==> config.mk <==
export PLATFORM = sky130hd
export DESIGN_NAME = alu_arbiter
export DESIGN_NICKNAME = d
export VERILOG_FILES = /design/src/rtl/alu_arb_pkg.sv /design/src/rtl/alu_arbiter_alu.sv /design/src/rtl/alu_arbiter.sv
export SDC_FILE = /design/constraint.sdc
export NUM_CORES = 1
export LEC_CHECK = 0
export ABC_CLOCK_PERIOD_IN_PS = 4500
export CAP_MARGIN = 20
export CORE_ASPECT_RATIO = 0.8
export CORE_UTILIZATION = 52
export DETAILED_ROUTE_END_ITERATION = 16
export PLACE_DENSITY = 0.82
export SLEW_MARGIN = 0
export SYNTH_ARGS = -nofsm -noshare
export SYNTH_HDL_FRONTEND = slang
export SYNTH_SLANG_ARGS = --single-unit
export TNS_END_PERCENT = 50
==> constraint.sdc <==
create_clock -name clk -period 4.5 [get_ports clk]
set_input_delay 1.35 -clock clk [delete_from_list [all_inputs] [get_ports clk]]
set_output_delay 1.35 -clock clk [all_outputs]
set_load 0.05 [all_outputs]
==> src/rtl/alu_arb_pkg.sv <==
// Shared widths, function codes and FSM state type for the ALU arbiter.
package alu_arb_pkg;

  localparam int WIDTH  = 16;
  localparam int FUNC_W = 4;

  localparam logic [FUNC_W-1:0] FUNC_ADD = 4'd0;
  localparam logic [FUNC_W-1:0] FUNC_SUB = 4'd1;
  localparam logic [FUNC_W-1:0] FUNC_AND = 4'd2;
  localparam logic [FUNC_W-1:0] FUNC_OR  = 4'd3;
  localparam logic [FUNC_W-1:0] FUNC_XOR = 4'd4;
  localparam logic [FUNC_W-1:0] FUNC_NOT = 4'd5;
  localparam logic [FUNC_W-1:0] FUNC_SHL = 4'd6;
  localparam logic [FUNC_W-1:0] FUNC_SHR = 4'd7;

  typedef enum logic [1:0] {
    IDLE = 2'd0,
    EXEC = 2'd1,
    RESP = 2'd2
  } state_t;

endpackage

==> src/rtl/alu_arbiter_alu.sv <==
// Shared combinational 16-bit ALU; results wrap at WIDTH and no carry is produced.
module ALU
  import alu_arb_pkg::*;
(
  input  logic [WIDTH-1:0]  Operand1,
  input  logic [WIDTH-1:0]  Operand2,
  input  logic [FUNC_W-1:0] FUNC,
  output logic [WIDTH-1:0]  Result,
  output logic              ZF
);

  always_comb begin
    Result = '0;
    case (FUNC)
      FUNC_ADD: Result = Operand1 + Operand2;
      FUNC_SUB: Result = Operand1 - Operand2;
      FUNC_AND: Result = Operand1 & Operand2;
      FUNC_OR:  Result = Operand1 | Operand2;
      FUNC_XOR: Result = Operand1 ^ Operand2;
      FUNC_NOT: Result = ~Operand1;
      FUNC_SHL: Result = Operand1 << 1;
      FUNC_SHR: Result = Operand1 >> 1;
      default:  Result = '0;
    endcase
  end

  assign ZF = (Result == '0);

endmodule

==> src/rtl/alu_arbiter.sv <==
// Round-robin arbiter that sequences two requesters through the single shared ALU,
// returning each result on the owning requester's response channel.
module alu_arbiter
  import alu_arb_pkg::*;
(
  input  logic              clk,
  input  logic              rst_n,
  input  logic              req0_valid,
  output logic              req0_ready,
  input  logic [WIDTH-1:0]  req0_op1,
  input  logic [WIDTH-1:0]  req0_op2,
  input  logic [FUNC_W-1:0] req0_func,
  input  logic              req1_valid,
  output logic              req1_ready,
  input  logic [WIDTH-1:0]  req1_op1,
  input  logic [WIDTH-1:0]  req1_op2,
  input  logic [FUNC_W-1:0] req1_func,
  output logic              rsp0_valid,
  input  logic              rsp0_ready,
  output logic [WIDTH-1:0]  rsp0_result,
  output logic              rsp0_zf,
  output logic              rsp1_valid,
  input  logic              rsp1_ready,
  output logic [WIDTH-1:0]  rsp1_result,
  output logic              rsp1_zf,
  output logic              busy,
  output logic              owner
);

  state_t             state;
  logic               last_grant;
  logic               grant;
  logic [WIDTH-1:0]   op1_q;
  logic [WIDTH-1:0]   op2_q;
  logic [FUNC_W-1:0]  func_q;
  logic [WIDTH-1:0]   res_q;
  logic               zf_q;
  logic [WIDTH-1:0]   alu_result;
  logic               alu_zf;
  logic               owner_rsp_ready;

  // A lone requester always wins; under contention the one not served last goes next.
  always_comb begin
    grant = 1'b0;
    if (req0_valid && !req1_valid) begin
      grant = 1'b0;
    end else if (req1_valid && !req0_valid) begin
      grant = 1'b1;
    end else begin
      grant = ~last_grant;
    end
  end

  // Ready is gated by rst_n so nothing looks accepted while reset is held.
  assign req0_ready = rst_n && (state == IDLE) && !grant && req0_valid;
  assign req1_ready = rst_n && (state == IDLE) &&  grant && req1_valid;

  assign owner_rsp_ready = owner ? rsp1_ready : rsp0_ready;

  assign rsp0_result = res_q;
  assign rsp0_zf     = zf_q;
  assign rsp1_result = res_q;
  assign rsp1_zf     = zf_q;

  ALU u_alu (
    .Operand1 (op1_q),
    .Operand2 (op2_q),
    .FUNC     (func_q),
    .Result   (alu_result),
    .ZF       (alu_zf)
  );

  always_ff @(posedge clk) begin
    if (!rst_n) begin
      state      <= IDLE;
      last_grant <= 1'b1;
      owner      <= 1'b0;
      op1_q      <= '0;
      op2_q      <= '0;
      func_q     <= '0;
      res_q      <= '0;
      zf_q       <= 1'b0;
      rsp0_valid <= 1'b0;
      rsp1_valid <= 1'b0;
      busy       <= 1'b0;
    end else begin
      case (state)
        IDLE: begin
          if (req0_ready || req1_ready) begin
            owner      <= grant;
            last_grant <= grant;
            op1_q      <= grant ? req1_op1  : req0_op1;
            op2_q      <= grant ? req1_op2  : req0_op2;
            func_q     <= grant ? req1_func : req0_func;
            busy       <= 1'b1;
            state      <= EXEC;
          end
        end
        EXEC: begin
          res_q      <= alu_result;
          zf_q       <= alu_zf;
          rsp0_valid <= !owner;
          rsp1_valid <= owner;
          state      <= RESP;
        end
        RESP: begin
          if (owner_rsp_ready) begin
            rsp0_valid <= 1'b0;
            rsp1_valid <= 1'b0;
            busy       <= 1'b0;
            state      <= IDLE;
          end
        end
        default: begin
          rsp0_valid <= 1'b0;
          rsp1_valid <= 1'b0;
          busy       <= 1'b0;
          state      <= IDLE;
        end
      endcase
    end
  end

endmodule

Yosys cells after proc, flatten, opt, wreduce, memory -nomap -nowiden
Index checks and enable logic that the tools add are counted.

Memory bits (writable): 0. Memories kept: 0. Bits in read-only memories: 0. Input bits: 78. Logic and storage cells: 65. Latch bits: 0. Flip-flop bits (word level): 60.

Multipliers: 0. Mux-type cells: 15. $lt $le $gt $ge: 0. Divide/modulo/power cells: 0. Bitwise logic cells: 7. Reductions and logical operators: 19. Add/sub/neg operators: 2. Eq/ne operators: 11. Shift-type cells: 0.

Operators by type and width (number): 16-bit case mux with 8 select lines (1); 16-bit two-way mux (2); 16-bit adder (1); 16-bit AND (1); 4-bit by 3-bit equality test with 1-bit output, second input constant (4); 16-bit zero test (1); 16-bit inverter (1); 16-bit bitwise OR (1); 16-bit subtractor (1); 16-bit bitwise XOR (1); 1-bit case mux with 3 select lines (3); 4-bit by 2-bit equality test with 1-bit output, second input constant (2); 1-bit logical AND (7); 2-bit case mux with 3 select lines (1); 2-bit AND reduction (3); 1-bit two-way mux (5); 4-bit by 1-bit equality test with 1-bit output, second input constant (1); 1-bit zero test (4); 4-bit zero test (1); 2-bit two-way mux (2); 4-bit two-way mux (1); 1-bit inverter (3); 3-bit AND reduction (1); 2-bit by 1-bit equality test with 1-bit output, second input constant (1); other kinds (5) (5).

Longest topological paths before layout
Depth after elaboration: 10. Depth in mapped cells: 16. Mapped depth without buffers: 15.

Cells and area by module
Synthesis repeated with hierarchy kept, for this count alone.

Cells, all modules: 704. Area, all modules: 5346.4 µm².

By module, submodules not included: ALU (times used 1, area each 2697.6 µm², cells each 377); alu_arbiter (times used 1, area each 2648.8 µm², cells each 327).

Worst setup path after synthesis
OpenSTA, ideal clock, no wires.

Path kind: register -> register. Start point: register func_q[1]. End point: register zf_q (netlist: rsp0_zf). Required time: 4.416 ns. Setup slack: 0.679 ns. Data arrival time: 3.737 ns. Cell stages (with the launch flop): 17. Period minus slack after synthesis: 3.821 ns. Path through: dfxtp_1 -> buf_2 -> buf_2 -> buf_2 -> buf_2 -> nor3_1 -> nor2_1 -> xnor2_1 -> ha_1 -> nor2b_1 -> o31a_1 -> o21ai_0 -> a31oi_1 -> mux2i_1 -> a2111oi_0 -> nand2_1 -> o31ai_2.

Word-level cells in the longest chain between the ends: 3.

Ends and longest elaborated chain: from (decl) (RTL line alu_arbiter.sv:35) `logic [FUNC_W-1:0] func_q;`; from (signal assigned) (RTL line alu_arbiter.sv:94) `func_q <= grant ? req1_func : req0_func;`; 4-bit by 3-bit equality test with 1-bit output (tied with other cells) (RTL line alu_arbiter_alu.sv:14) `case (FUNC)`; 16-bit case mux with 8 select lines (*) (RTL line alu_arbiter_alu.sv:14); 16-bit zero test (*) (RTL line alu_arbiter_alu.sv:27) `assign ZF = (Result == '0);`; to (signal assigned) (RTL line alu_arbiter.sv:101) `zf_q <= alu_zf;`; to (decl) (RTL line alu_arbiter.sv:37) `logic zf_q;`.

Mark *: on every way between the ends. The rest lies on a longest branch, timed or not. A chain may end at the register's enable or synchronous reset.

Final worst setup path
Start point: register op2_q[0]. End point: register zf_q (netlist: rsp0_zf).

Word-level cells in the longest chain between the ends: 3.

Ends and longest elaborated chain: from (decl) (RTL line alu_arbiter.sv:34) `logic [WIDTH-1:0] op2_q;`; from (signal assigned) (RTL line alu_arbiter.sv:93) `op2_q <= grant ? req1_op2 : req0_op2;`; 16-bit subtractor (tied with other cells) (RTL line alu_arbiter_alu.sv:16) `FUNC_SUB: Result = Operand1 - Operand2;`; 16-bit case mux with 8 select lines (*) (RTL line alu_arbiter_alu.sv:14); 16-bit zero test (*) (RTL line alu_arbiter_alu.sv:27).

Marked as above.

==> metrics.yaml <==
sta:
  tightestPinTransition_ns: 0.962
  finalCriticalPeriod_ns: 4.08
  period_share_pct: 90.7
  holdWs_ns: 0.493
  max_freq_ghz: 0.245
  slew_headroom_pct: 35.8
  fin_setup_tns_ns: 0
  slew_violations: 0
  setup_viol: 0
  hold_viol: 0
  skew_ns: 0.00846
  rsz0062_at_grt: "false"
floorplanning:
  die_h_um: 91.8
  rows: 32
  die_x_um: 114
  core_area_mm2: 0.00973
  die-area_mm2: 0.0105
  initial_utilization_pct: 53.9
  io_pins: 118
routing:
  num_vias: 5152
  firstDrtPassIters: 5
  final_antenna_net_count: 0
  drc: 0
  wl_per_cell_um: 17.0
  finalWirelength_um: 15000
  via_per_inst: 5.82
  drt_iter0_drc: 422
synthesis:
  synth_common_cells: "nor2_1 (83), dfxtp_1 (60), a211oi_1 (50), inv_1 (50), ha_1 (48)"
  ys_warn_count: 0
  synth_edf_count: 0
  synth.most_common_cell: "nor2_1"
  synth_nets: 785
  yosysTopAreaCell: "dfxtp_1"
  synth.distinct_cells: 69
  ys_ff_latch: 60
  synth_top_area_share_pct: 22.9
  synth_seq_area_share_pct: 22.9
  synth_area_leaders: "dfxtp_1 (23%), ha_1 (11%), mux2i_1 (8.2%)"
  synth_area_mm2: 0.00525
  synthCells: 658
  postSynthAreaPerCell_um2: 7.97
  synthArstFlopShare_pct: 0
  synth_ff_type: "dfxtp_1"
layout:
  antenna_cells: 0
  nets: 871
  fill_cells: 788
  synthToLayoutAreaGrowth_pct: 28.5
  drive_gt1_share_pct: 6.41
worst_setup_path:
  arrival_ns: 4.33
  worstSetupPathType: "reg -> reg"
  end_kind: "flip-flop"
  required_ns: 4.75
  crit_path_start_kind: "flip-flop"
  crit_fanout: 8
power_and_ir_drop:
  ir_worst_vdd_mv: 0.201
  combPwrFrac_pct: 53.4
  power_switching_uw: 1340
  powerDensity_mw_per_mm2: 467
  seq_power_share_pct: 22.6
  p_leak_uw: 0.00269
  clockPowerShare_pct: 23.9
  p_int_uw: 1810
  switching_share_pct: 42.6
clock_network:
  cts-root-buf: "clkbuf_16"
  clk_path_buf_depth: 2
  htree_levels: 3
  postCtsSetupRepairBufs: 0
  cts.clk_slew.worst_paths_ns: 0.06
  clk_latency_ns: 0.33
  hold_buffers: 0
  cts_tree: "yes"
  cts_buffers: 9
  cts.sinks: 60
grt:
  grt_antenna_before_repair: 0
  grt_max_degree: 61
  grt_pass1_vias: 4847
  grt_util_all_layers_pct: 29.9
  overflow: 0
  grt_pass1_wl_um: 24300
hold_path:
  hold_class: "reg -> reg"
run_status:
  outcome: "finished, final reports clean"
placed_design:
  dp_hpwl_um: 11800
  gp_congestion: 0.879
  io_buffers: 117
run:
  cap_violations: 0
-- metal layers --
layer / GRT usage [%] / wire (um) / up-vias
li1: - / - / 2544
met1: 40.0 / 7040 / 2344
met2: 48.9 / 6640 / 243
met3: 5.16 / 1100 / 21
met4: 8.87 / 261 / 0
met5: 0 / 0 / -
-- registers in the layout, indices dropped and copies added (netlist names) --
register	count
rsp0_valid	1
op2_q	16
rsp0_result	16
busy	1
op1_q	16
rsp1_valid	1
owner	1
state	2
last_grant	1
func_q	4
rsp0_zf	1
-- what timing repair did --
action,in CTS,in global routing
resized for setup,0,1
hold endpoints to repair,0,0
endpoints found under the setup margin,0,1
-- metrics by stage --
step / area [um^2] / utilization, % / setup WS (ns) / power, uW / instances
after detailed placement: 6410 / 65.9 / 0.501 / 2370 / 869
after global routing: 6740 / 69.3 / 0.0611 / 3350 / 885
after global placement: 6410 / 65.9 / 0.528 / 2330 / 869
final: 6740 / 69.3 / 0.417 / 3150 / 885
after CTS: 6740 / 69.3 / 0.401 / 3130 / 885
after floorplan: 5250 / - / 0.679 / 1930 / 658
-- worst max-delay path, cell delays in order (launching register included) --
cell	delay, ns
dfxtp_1	0.36
inv_1	0.11
ha_1	0.19
nand3_1	0.13
o41ai_1	0.66
xnor2_1	0.21
ha_1	0.47
o21ai_0	0.20
o21ai_0	0.22
nand3_1	0.10
a31oi_1	0.19
mux2i_1	0.10
a2111oi_1	0.67
nand2_1	0.16
o31ai_2	0.23
-- layout make-up --
type                       count  area, um^2  area share [%]
multi-input combinational    492        3550            52.6
clock buffer                  13         260            3.86
timing repair buffer         131        1310            19.4
clock inverter                 3        68.8            1.02
tap                          136         170            2.52
sequential                    60        1200            17.8
inverter                      50         188            2.78
-- final timing paths --
kind / startpoint / endpoint / slack (ns) / depth (start not counted)
hold reg to reg: rsp0_result[7] / rsp0_result[7] / 0.49 / 2
hold / removal: rsp0_result[7] / rsp0_result[7] / 0.49 / 2
setup reg to reg: op2_q[0] / rsp0_zf / 0.42 / 14
setup / recovery: op2_q[0] / rsp0_zf / 0.42 / 14
-- logic make-up after synthesis --
| logic type | share of synthesized area, % |
|---|---|
| AOI/OAI and AO/OA | 24.0 |
| xor gates and xnor gates | 3.51 |
| adders and majority gates | 12.0 |
| buffers and inverters | 9.54 |
| DFF | 22.9 |
| muxes | 10.8 |
| and+or+nand+nor | 17.3 |
-- power groups by stage --
stage	Sequential, uW	Clock, uW	Combinational [uW]
after CTS	711	765	1660
after floorplan	788	0	1150
after global placement	717	0	1610
after detailed placement	722	0	1650
final	714	754	1680
after global routing	727	789	1840
-- cells in the final DEF (no fill, tap or decap), types with 7 or more instances in the layout --
cell type        count
xnor2_1             19
nor2_1              83
clkbuf_16            9
nand3_1             11
nor2b_1              9
a31oi_1              7
o21ai_0             31
ha_1                48
dfxtp_1             60
mux2i_1             43
clkdlybuf4s50_1    115
nand2b_1            13
a211oi_1            50
nand2_1             27
mux2_2               7
a21oi_1             28
inv_1               50
nor3_1              17
buf_4               13
a22oi_1              9
Power figures use the tool's default switching activity.
